===== src/rtl/altair_mux_pkg.sv =====
// Shared definitions for the altair one-hot mux/demux family.
// Default widths, lane slot states and the one-hot select check.
package altair_mux_pkg;

    localparam int unsigned DEF_DATA_W    = 32;
    localparam int unsigned DEF_LANES     = 4;
    localparam int unsigned DEF_ERR_CNT_W = 8;

    typedef enum logic {
        SLOT_EMPTY = 1'b0,
        SLOT_FULL  = 1'b1
    } slot_state_e;

    // Exactly one bit set; zero or multiple bits is a select error.
    function automatic logic is_onehot4(input logic [3:0] sel);
        return (sel != 4'd0) && ((sel & (sel - 4'd1)) == 4'd0);
    endfunction

endpackage


===== src/rtl/special_demux_1_4_if.sv =====
// Source handshake plus per-lane destination handshakes of the 1:4 demux.
// The master drives the source word and the consumers' ready lines.
interface special_demux_1_4_if
    import altair_mux_pkg::*;
#(
    parameter int unsigned DATA_W    = DEF_DATA_W,
    parameter int unsigned LANES     = DEF_LANES,
    parameter int unsigned ERR_CNT_W = DEF_ERR_CNT_W
);

    logic                 i_valid;
    logic                 o_ready;
    logic [LANES-1:0]     i_selection;
    logic [DATA_W-1:0]    i_data;
    logic [LANES-1:0]     o_valid;
    logic [LANES-1:0]     i_ready;
    logic [DATA_W-1:0]    o_outputs [LANES-1:0];
    logic                 o_en;
    logic                 o_error_selection;
    logic [ERR_CNT_W-1:0] o_err_count;

    modport master (
        output i_valid, i_selection, i_data, i_ready,
        input  o_ready, o_valid, o_outputs, o_en, o_error_selection, o_err_count
    );

    modport slave (
        input  i_valid, i_selection, i_data, i_ready,
        output o_ready, o_valid, o_outputs, o_en, o_error_selection, o_err_count
    );

endinterface


===== src/rtl/demux_lane_slot.sv =====
// Single-entry register slot for one destination lane.
// A load on the same edge as a drain replaces the word without a bubble.
module demux_lane_slot
    import altair_mux_pkg::*;
#(
    parameter int unsigned DATA_W = DEF_DATA_W
) (
    input  logic              clk_i,
    input  logic              rst_i,
    input  logic              load_i,
    input  logic [DATA_W-1:0] data_i,
    input  logic              ready_i,
    output logic              valid_o,
    output logic [DATA_W-1:0] data_o
);

    slot_state_e       state_q;
    logic [DATA_W-1:0] data_q;

    always_ff @(posedge clk_i or posedge rst_i) begin
        if (rst_i) begin
            state_q <= SLOT_EMPTY;
            data_q  <= '0;
        end else begin
            if (load_i) begin
                data_q <= data_i;
            end
            unique case (state_q)
                SLOT_EMPTY: if (load_i) state_q <= SLOT_FULL;
                SLOT_FULL:  if (ready_i && !load_i) state_q <= SLOT_EMPTY;
                default:    state_q <= SLOT_EMPTY;
            endcase
        end
    end

    // Data is left in place after a drain.
    assign valid_o = (state_q == SLOT_FULL);
    assign data_o  = data_q;

endmodule


===== src/rtl/special_demux_1_4.sv =====
// One-hot selected 1:4 dispatcher: decodes the select, steers accepted words
// into per-lane slots and drops words with a bad select, counting them.
module special_demux_1_4
    import altair_mux_pkg::*;
#(
    parameter int unsigned DATA_W    = DEF_DATA_W,
    parameter int unsigned LANES     = DEF_LANES,
    parameter int unsigned ERR_CNT_W = DEF_ERR_CNT_W
) (
    input logic               i_clk,
    input logic               i_rst,
    special_demux_1_4_if.slave bus
);

    logic                 sel_onehot;
    logic                 ready_c;
    logic                 accept;
    logic [LANES-1:0]     lane_load;
    logic [LANES-1:0]     lane_valid;
    logic [DATA_W-1:0]    lane_data [LANES-1:0];
    logic                 err_d;
    logic                 err_q;
    logic [ERR_CNT_W-1:0] err_cnt_d;
    logic [ERR_CNT_W-1:0] err_cnt_q;

    assign sel_onehot = is_onehot4(bus.i_selection);

    // Bad selects are always taken so they can be dropped; good ones wait on their lane.
    always_comb begin
        ready_c = 1'b1;
        if (sel_onehot) begin
            ready_c = |(bus.i_selection & (~lane_valid | bus.i_ready));
        end
    end

    assign bus.o_ready = ready_c & ~i_rst;
    assign accept      = bus.i_valid & bus.o_ready;
    assign lane_load   = (accept && sel_onehot) ? bus.i_selection : '0;

    for (genvar g = 0; g < LANES; g++) begin : g_lane
        demux_lane_slot #(
            .DATA_W (DATA_W)
        ) u_slot (
            .clk_i   (i_clk),
            .rst_i   (i_rst),
            .load_i  (lane_load[g]),
            .data_i  (bus.i_data),
            .ready_i (bus.i_ready[g]),
            .valid_o (lane_valid[g]),
            .data_o  (lane_data[g])
        );
    end

    always_comb begin
        err_d     = accept & ~sel_onehot;
        err_cnt_d = err_cnt_q;
        if (err_d && (err_cnt_q != '1)) begin
            err_cnt_d = err_cnt_q + ERR_CNT_W'(1);
        end
    end

    always_ff @(posedge i_clk or posedge i_rst) begin
        if (i_rst) begin
            err_q     <= 1'b0;
            err_cnt_q <= '0;
        end else begin
            err_q     <= err_d;
            err_cnt_q <= err_cnt_d;
        end
    end

    assign bus.o_valid           = lane_valid;
    assign bus.o_outputs         = lane_data;
    assign bus.o_en              = |lane_valid;
    assign bus.o_error_selection = err_q;
    assign bus.o_err_count       = err_cnt_q;

endmodule

===== src/flat_wrapper.sv =====
// flat-port wrapper written by rule: the top's interface ports become plain ports
module special_demux_1_4_flat import altair_mux_pkg::*;
#(
    parameter int unsigned DATA_W    = DEF_DATA_W,
    parameter int unsigned LANES     = DEF_LANES,
    parameter int unsigned ERR_CNT_W = DEF_ERR_CNT_W
)
  (i_clk, i_rst, bus_i_valid, bus_i_selection, bus_i_data, bus_i_ready, bus_o_ready, bus_o_valid, bus_o_outputs, bus_o_en, bus_o_error_selection, bus_o_err_count);
  special_demux_1_4_if #(.DATA_W(DATA_W), .LANES(LANES), .ERR_CNT_W(ERR_CNT_W)) bus_i ();
  input logic i_clk;
  input logic i_rst;
  input wire logic [$bits(bus_i.i_valid)-1:0] bus_i_valid;
  input wire logic [$bits(bus_i.i_selection)-1:0] bus_i_selection;
  input wire logic [$bits(bus_i.i_data)-1:0] bus_i_data;
  input wire logic [$bits(bus_i.i_ready)-1:0] bus_i_ready;
  output wire logic [$bits(bus_i.o_ready)-1:0] bus_o_ready;
  output wire logic [$bits(bus_i.o_valid)-1:0] bus_o_valid;
  output wire logic [$bits(bus_i.o_outputs)-1:0] bus_o_outputs;
  output wire logic [$bits(bus_i.o_en)-1:0] bus_o_en;
  output wire logic [$bits(bus_i.o_error_selection)-1:0] bus_o_error_selection;
  output wire logic [$bits(bus_i.o_err_count)-1:0] bus_o_err_count;
  assign bus_i.i_valid = bus_i_valid;
  assign bus_i.i_selection = bus_i_selection;
  assign bus_i.i_data = bus_i_data;
  assign bus_i.i_ready = bus_i_ready;
  assign bus_o_ready = bus_i.o_ready;
  assign bus_o_valid = bus_i.o_valid;
  assign bus_o_outputs = {>>{bus_i.o_outputs}};
  assign bus_o_en = bus_i.o_en;
  assign bus_o_error_selection = bus_i.o_error_selection;
  assign bus_o_err_count = bus_i.o_err_count;
  special_demux_1_4 #(.DATA_W(DATA_W), .LANES(LANES), .ERR_CNT_W(ERR_CNT_W)) u_core (.i_clk(i_clk), .i_rst(i_rst), .bus(bus_i));
endmodule

===== config.mk =====
export PLATFORM = sky130hd
export DESIGN_NAME = special_demux_1_4_flat
export DESIGN_NICKNAME = d
export VERILOG_FILES = /design/src/rtl/altair_mux_pkg.sv /design/src/rtl/special_demux_1_4_if.sv /design/src/rtl/demux_lane_slot.sv /design/src/rtl/special_demux_1_4.sv /design/src/flat_wrapper.sv
export SDC_FILE = /design/constraint.sdc
export NUM_CORES = 1
export LEC_CHECK = 0
export BUFFER_PORTS_ARGS = -buffer_cell sky130_fd_sc_hd__buf_2
export CAP_MARGIN = 20
export CORE_UTILIZATION = 55
export DETAILED_ROUTE_END_ITERATION = 7
export PLACE_DENSITY = 0.88
export SYNTH_ARGS = -nofsm -noshare
export SYNTH_HDL_FRONTEND = slang
export SYNTH_SLANG_ARGS = --single-unit

===== constraint.sdc =====
create_clock -name i_clk -period 10.5 [get_ports i_clk]
set_input_delay 1.05 -clock i_clk [delete_from_list [all_inputs] [get_ports i_clk]]
set_output_delay 1.05 -clock i_clk [all_outputs]
set_load 0.005 [all_outputs]

# ---- After elaboration in Yosys (flattened, before gate mapping)
# Cells that the tools add are included.
dict set report totals {
  elab_cells 55
  register_bits 141
}
dict set report op_classes {
  n_bitwise 13
  reduce_logical 15
  add_sub_neg 2
  mux 14
  n_eq_ne 1
}
# op count
set op_table {}
lappend op_table {{1-bit 2-to-1 mux} 9}
lappend op_table {{8-bit by 1-bit adder with 8-bit output (second input constant)} 1}
lappend op_table {{4-bit AND} 2}
lappend op_table {{8-bit inequality test (second input constant)} 1}
lappend op_table {{1-bit case mux with 2 select lines} 4}
lappend op_table {{4-bit OR reduction} 2}
lappend op_table {{1-bit logical AND} 7}
lappend op_table {{1-bit NOT} 6}
lappend op_table {{1-bit logical NOT} 4}
lappend op_table {{4-bit logical NOT} 1}
lappend op_table {{4-bit 2-to-1 mux} 1}
lappend op_table {{4-bit NOT} 1}
lappend op_table {{4-bit OR} 1}
lappend op_table {{4-bit nonzero test} 1}
lappend op_table {{4-bit by 1-bit subtractor with 4-bit output (second input constant)} 1}
lappend op_table {{1-bit AND} 3}

# ---- Longest topological paths before layout
# Gate-level depths: netlist of the first run.
dict set report depth {
  word_depth 13
  depth_mapped 6
}

# ---- Hierarchy
# A second synthesis of the first run with hierarchy kept.
dict set report unflattened {
  hier_cells 351
  hier_area_um2 6182.2
}
# module instances cells_each area_per_inst_um2 seq_area_each_um2
set modules_own_cells {}
lappend modules_own_cells {demux_lane_slot 4 72 1381.3 825.8}
lappend modules_own_cells {special_demux_1_4 1 63 656.9 225.2}

# ---- Worst setup path before layout of the first run
# Ideal clock, no wire load.
dict set report synth_timing {
  path_kind {input to register}
  start {input port i_rst}
  end {register u_core.err_cnt_q[1], in the netlist u_core.bus.o_err_count[1]}
  slack_ps 5075
  t_arrival_ps 5300
  path_stages 4
  cell_sequence {inv_1 -> nand2_1 -> a311oi_1 -> mux2_2}
}
dict set report synth_via {
  elab_chain_cells 5
}
# element line_no
set synth_rtl {}
lappend synth_rtl {{start: declaration} flat_wrapper.sv:11} ;# input logic i_rst;
lappend synth_rtl {{1-bit NOT} special_demux_1_4.sv:36} ;# assign bus.o_ready = ready_c & ~i_rst;
lappend synth_rtl {{1-bit AND} special_demux_1_4.sv:36}
lappend synth_rtl {{1-bit AND} special_demux_1_4.sv:37} ;# assign accept = bus.i_valid & bus.o_ready;
lappend synth_rtl {{1-bit AND} special_demux_1_4.sv:55} ;# err_d = accept & ~sel_onehot;
lappend synth_rtl {{1-bit logical AND} special_demux_1_4.sv:57} ;# if (err_d && (err_cnt_q != '1)) begin
lappend synth_rtl {{end signal: assignment} special_demux_1_4.sv:68} ;# err_cnt_q <= err_cnt_d;
lappend synth_rtl {{end: declaration} special_demux_1_4.sv:24} ;# logic [ERR_CNT_W-1:0] err_cnt_q;
# Every way passes these cells.
# A chain may end at the register's enable or synchronous reset.

# ---- Worst setup path in the final report of the first run
dict set report layout_timing {
  start {input port bus_i_selection[0]}
  end {output port bus_o_ready}
}
dict set report layout_via {
  elab_chain_cells 6
  word_cells_on_any_way 9
}
# element line_no
set layout_rtl {}
lappend layout_rtl {{start: declaration} flat_wrapper.sv:13} ;# input wire logic [$bits(bus_i.i_selection)-1:0] bus_i_selection;
lappend layout_rtl {{4-bit by 1-bit subtractor with 4-bit output} altair_mux_pkg.sv:16} ;# return (sel != 4'd0) && ((sel & (sel - 4'd1)) == 4'd0);
lappend layout_rtl {{4-bit AND} altair_mux_pkg.sv:16}
lappend layout_rtl {{4-bit logical NOT} altair_mux_pkg.sv:16}
lappend layout_rtl {{1-bit logical AND} altair_mux_pkg.sv:16}
lappend layout_rtl {{1-bit 2-to-1 mux (*)} special_demux_1_4.sv:31} ;# if (sel_onehot) begin
lappend layout_rtl {{1-bit AND (*)} special_demux_1_4.sv:36}
lappend layout_rtl {{end: declaration} flat_wrapper.sv:16} ;# output wire logic [$bits(bus_i.o_ready)-1:0] bus_o_ready;
# Every way passes the cells marked *; elsewhere a longest branch is shown, timed or not.

==> flow_summary.toml, run 1 <==
[pwr]
irDropWorstVdd_mv = 0.132
powerDensity_nw_per_um2 = 245
p_leak_nw = 4.09
power_mw = 1.82

[global_routing]
grt_pass1_wl_um = 20800
grtUsageMet2_pct = 39.7
antenna_found_initial = 0
busiest_layer = "met2"
met3_usage_pct = 7.17
grt_start_max_net_pins = 73
grt-ovfl-total = 0
grt.met1_usage_pct = 30.6
first_global_vias = 3848
gr-usage-all-layers_pct = 24.7

[routing]
wirelength_um = 12900
drc = 0
wl_per_cell_um = 19.3
vias_per_cell = 5.28
ant_nets = 0
first_pass_iters = 4
route.vias.total = 3531
drt_iter0_markers = 121

[synthesis]
synth_area_leader_cell = "dfrtp_1"
synth_warnings = 0
synth_cells = 332
ys_types = 25
synthesis.area_um2 = 5910
synth_nets = 376
synth_top_area_share_pct = 59.7
synth_seq_cells = 141
synth.area.top_cells = "dfrtp_1 60%, mux2_4 27%, mux2_2 4.6%"
yosysSeqAreaShare_pct = 59.7
syn_avg_cell_area_um2 = 17.8

[setup_path]
required_ns = 9.45
crit_path_end_kind = "output port"
setup.worst_path.start_class = "primary input"
critPathMaxFanout = 5
crit_type = "primary input to output port"
critPathArrivalTime_ns = 2.18

[floorplanning]
core_um2 = 10400
ios = 186
rows = 37
initial_core_util_pct = 57.0
fp.dieArea_um2 = 11200
die_height_um = 106
die_x_um = 106

[cts]
clk_latency_ns = 0.52
holdBufCountCts = 0
cts_root_buf = "clkbuf_8"
postCtsSetupBuffers = 0
numCtsBuffers = 17
h-tree-depth = 4
cts_tree = "built"
clock_sinks = 141
clk_pin_slew_ns = 0.06
ctsResizeCount = 0
cts_buffer_depth = 2

[sta]
slew_viol_final = 0
fin_crit_ns = 3.23
slew_headroom_pct = 39.3
timing.final.ws_setup_ns = 7.27
hold_viol_final = 0
setup-tns-final_ns = 0
clock_skew_ns = 0.00627
max_freq_mhz = 310
worst_pin_slew_ns = 0.904
finalSetupViolCount = 0
rsz0062_at_grt = "no"
period_share_pct = 30.8

[final_layout]
layout-drive-gt1-share_pct = 66.2
finalNetCount = 564
layout_commonest_cell = "buf_2"
mostFrequentLayoutCells = "185 x buf_2, 141 x dfrtp_1, 106 x mux2_4, 24 x mux2_2, 16 x clkbuf_16"
areaGrowthSynthToFinish_pct = 25.5
n_antenna_cell = 0
fin_cells = 669

[place]
place_ws_ns = 6.90
gp_congestion = 0.780
dp_hpwl_um = 8710
io_buffer_count = 185
placedCellCount = 637

[worst_hold_path]
hp-class = "flop to flop"

[run_status]
status = "finished clean"

[job]
max-cap-violations = 0
kinds of logic (layout without fill, tap and decap cells):
kind of cell,after synthesis,after routing,share of synthesized area (%)
AOI/OAI and AO/OA,6,6,1.10
xor gates and xnor gates,7,7,1.04
adders and majority gates,1,1,0.212
buffers and inverters,18,219,2.82
DFF,141,141,59.7
muxes,130,130,31.5
and+or+nand+nor,29,29,3.60
where the power goes:
group	switching, mW	internal (mW)
Sequential	0.104	0.702
Combinational	0.160	0.294
Clock	0.218	0.339
synth_stat cells (all sizes together):
library cell,n
a21boi,1
a22oi,2
a311oi,1
a31oi,1
and3,4
buf,17
dfrtp,141
ha,1
inv,1
mux2,130
nand2,8
nand2b,5
nand3,4
nand4,3
nor2,1
nor2b,1
o311ai,1
or4,1
or4b,2
xnor2,6
xor2,1
per-layer routing:
metal  vias to the layer above  share of wire (%)
met5                         -                  0
met4                         0                2.7
met3                        32                6.0
met2                       139                 50
met1                      1803                 42
li1                       1557                  -
stage by stage:
step	hold slack, ns	instance area, um^2	util (%)
finish	0.502	7420	71.5
global route	0.519	7420	71.5
CTS	0.502	7420	71.5
floorplan	0.480	5910	-
detailed placement	0.488	6850	66.1
global placement	0.484	6850	66.1
area by class of cell:
type                    count  area, um^2
repair buffers            186         933
fillers                   685        2950
multi-input cells         173        2210
inverters                   1        8.76
well taps                 136         170
clock buffers              23         477
clock inverters             9        86.3
flip-flops and latches    141        3530
final timing paths:
path	slack, ns	startpoint	to	depth (start not counted)
setup reg to reg	8.15	u_core.g_lane[1].u_slot.valid_o	u_core.g_lane[0].u_slot.data_o[16]	5
hold / removal	0.50	u_core.g_lane[1].u_slot.data_o[26]	u_core.g_lane[1].u_slot.data_o[26]	1
setup / recovery	7.27	bus_i_selection[0]	bus_o_ready	5
max in group asynchronous	8.52	i_rst	u_core.g_lane[2].u_slot.data_o[5]	3
hold reg to reg	0.50	u_core.g_lane[1].u_slot.data_o[26]	u_core.g_lane[1].u_slot.data_o[26]	1
min in group asynchronous	0.65	i_rst	u_core.bus.o_err_count[7]	2
worst max-delay path, stage by stage:
cell and delay (ns):
buf_2 0.14, or4b_1 0.55, o311ai_2 0.14, a31oi_1 0.14
buf_2 0.16
sequential cells by signal (all words and copies together) (netlist names):
name,flops
u_core.g_lane.u_slot.data_o,128
u_core.bus.o_err_count,8
u_core.g_lane.u_slot.valid_o,4
u_core.bus.o_error_selection,1
Power figures use the tool's default switching activity.
==> inputs of run 2 (changes only) <==
Settings changed: CORE_UTILIZATION 55 to 46, PLACE_DENSITY 0.88 to 0.79.
Clock period 10.5 ns to 2.95 ns, I/O delays scaled along.
==> flow_summary.toml, run 2 (synthesis results as in run 1) <==
[global_routing]
grt_start_max_net_pins = 69
grt_pass1_wl_um = 19600
first_global_vias = 3652
grt-ovfl-total = 0
met3_usage_pct = 6.17
grtUsageMet2_pct = 31.8
busiest_layer = "met2"
antenna_found_initial = 0
grt.met1_usage_pct = 24.8
gr-usage-all-layers_pct = 19.7

[final_layout]
layout_commonest_cell = "buf_2"
largest_reg_flops = 128
mostFrequentLayoutCells = "185 x buf_2, 141 x dfrtp_1, 107 x mux2_4, 23 x mux2_2, 17 x clkbuf_16"
n_antenna_cell = 0
areaGrowthSynthToFinish_pct = 28.1
finalNetCount = 574
layout-drive-gt1-share_pct = 66.6

[place]
dp_hpwl_um = 8660
gp_congestion = 0.753
place_ws_ns = 0.435
io_buffer_count = 185

[routing]
drc = 0
drt_iter0_markers = 182
route.vias.total = 3512
first_pass_iters = 4
wl_per_cell_um = 17.3
wirelength_um = 12400
ant_nets = 0
vias_per_cell = 4.92

[pwr]
p_sw_share_pct = 25.7
combPwrFrac_pct = 24.4
p_leak_nw = 4.14
intPower_mw = 4.89
irDropWorstVdd_mv = 0.396
netSwitchingPower_mw = 1.69
seq_power_share_pct = 43.3
powerDensity_nw_per_um2 = 869
p_clk_share_pct = 32.4

[worst_hold_path]
holdCritStartpoint = "bus_i_ready[2]"
hp-class = "primary input to flop"
min_to = "u_core.g_lane[2].u_slot.valid_o"
whs_path_depth = 3

[cts]
ctsResizeCount = 0
cts_tree = "built"
h-tree-depth = 4
postCtsSetupBuffers = 0
clk_pin_slew_ns = 0.06
cts_root_buf = "clkbuf_16"
cts_buffer_depth = 2
clk_latency_ns = 0.41
clock_sinks = 141
numCtsBuffers = 17
holdBufCountCts = 1

[sta]
rsz0062_at_grt = "no"
fin_hold_ws_ns = 0.153
worst_pin_slew_ns = 1.00
fin_crit_ns = 2.20
slew_headroom_pct = 32.6
max_freq_mhz = 454
period_share_pct = 74.7
clock_skew_ns = 0.00476
hold_viol_final = 0
finalSetupViolCount = 0
timing.final.ws_setup_ns = 0.746
slew_viol_final = 0

[floorplanning]
fp.dieArea_um2 = 13300
die_x_um = 115
rows = 41
core_um2 = 12600
ios = 186
die_height_um = 115
initial_core_util_pct = 47.0

[job]
max-cap-violations = 0

[setup_path]
crit_type = "flop to flop"
crit_chain = "ha_1 -> and3_1 -> a311oi_1 -> mux2_2"
critPathMaxFanout = 7
cpMaxStageDelayCell = "a311oi_1"
rr_worst_depth = 4
r2r_start = "u_core.bus.o_err_count[0]"
slowest_delay_ns = 0.84
required_ns = 3.25
r2r_slack_ns = 0.75
crit_path_end_kind = "flop"
setup.worst_path.start_class = "flop"
critPathArrivalTime_ns = 2.50
r2r_end = "u_core.bus.o_err_count[1]"

[run_status]
status = "finished clean"
-- run 2: worst max-delay path, delay by kind of cell, from the launching register on --
kind / cells / cell delay, ns
adders and majority gates: 1 / 0.22
and+or+nand+nor: 1 / 0.21
muxes: 1 / 0.42
AOI/OAI and AO/OA: 1 / 0.84
DFF: 1 / 0.41
-- run 2: worst max path at each step --
stage	startpoint	to	slack, ns	cells after the start
2_1_floorplan	i_rst	u_core.bus.o_err_count[1]	-0.20	4
3_3_place_gp	bus_i_selection[0]	u_core.g_lane[1].u_slot.data_o[1]	0.53	6
3_5_place_dp	bus_i_selection[0]	u_core.g_lane[1].u_slot.data_o[2]	0.43	6
4_1_cts	u_core.bus.o_err_count[0]	u_core.bus.o_err_count[1]	0.78	4
5_1_grt	u_core.bus.o_err_count[0]	u_core.bus.o_err_count[5]	0.65	5
6_report	u_core.bus.o_err_count[0]	u_core.bus.o_err_count[1]	0.75	4
-- run 2: per-layer routing --
metal / up-vias / share of wire (%)
met3: 16 / 4.8
met4: 0 / 1.4
met2: 107 / 51
met1: 1816 / 43
met5: - / 0
li1: 1573 / -
-- run 2: power groups by stage --
| stage | sequential, mW | combinational [mW] | clock, mW |
|---|---|---|---|
| 2_1_floorplan | 2.88 | 0.823 | 0 |
| 3_3_place_gp | 2.83 | 1.58 | 0 |
| 3_5_place_dp | 2.86 | 1.63 | 0 |
| 4_1_cts | 2.85 | 1.63 | 2.18 |
| 5_1_grt | 2.91 | 1.75 | 2.26 |
| 6_report | 2.85 | 1.60 | 2.13 |
-- run 2: per-stage QoR --
step	util [%]	power, mW	cells	area, um^2	setup TNS, ns
after floorplan	-	3.70	332	5920	-0.990
after global placement	55.5	4.41	682	6970	0
after detailed placement	55.5	4.49	682	6970	0
after CTS	60.2	6.66	714	7570	0
after global routing	60.2	6.93	714	7570	0
final	60.2	6.58	714	7570	0
-- run 2: cell type report --
type	instances	area, um^2
tap	172	215
clock buffer	20	447
clock inverter	11	144
multi-input combinational	173	2220
inverter	1	7.51
fill	946	5000
sequential	141	3530
timing repair buffer	196	1010
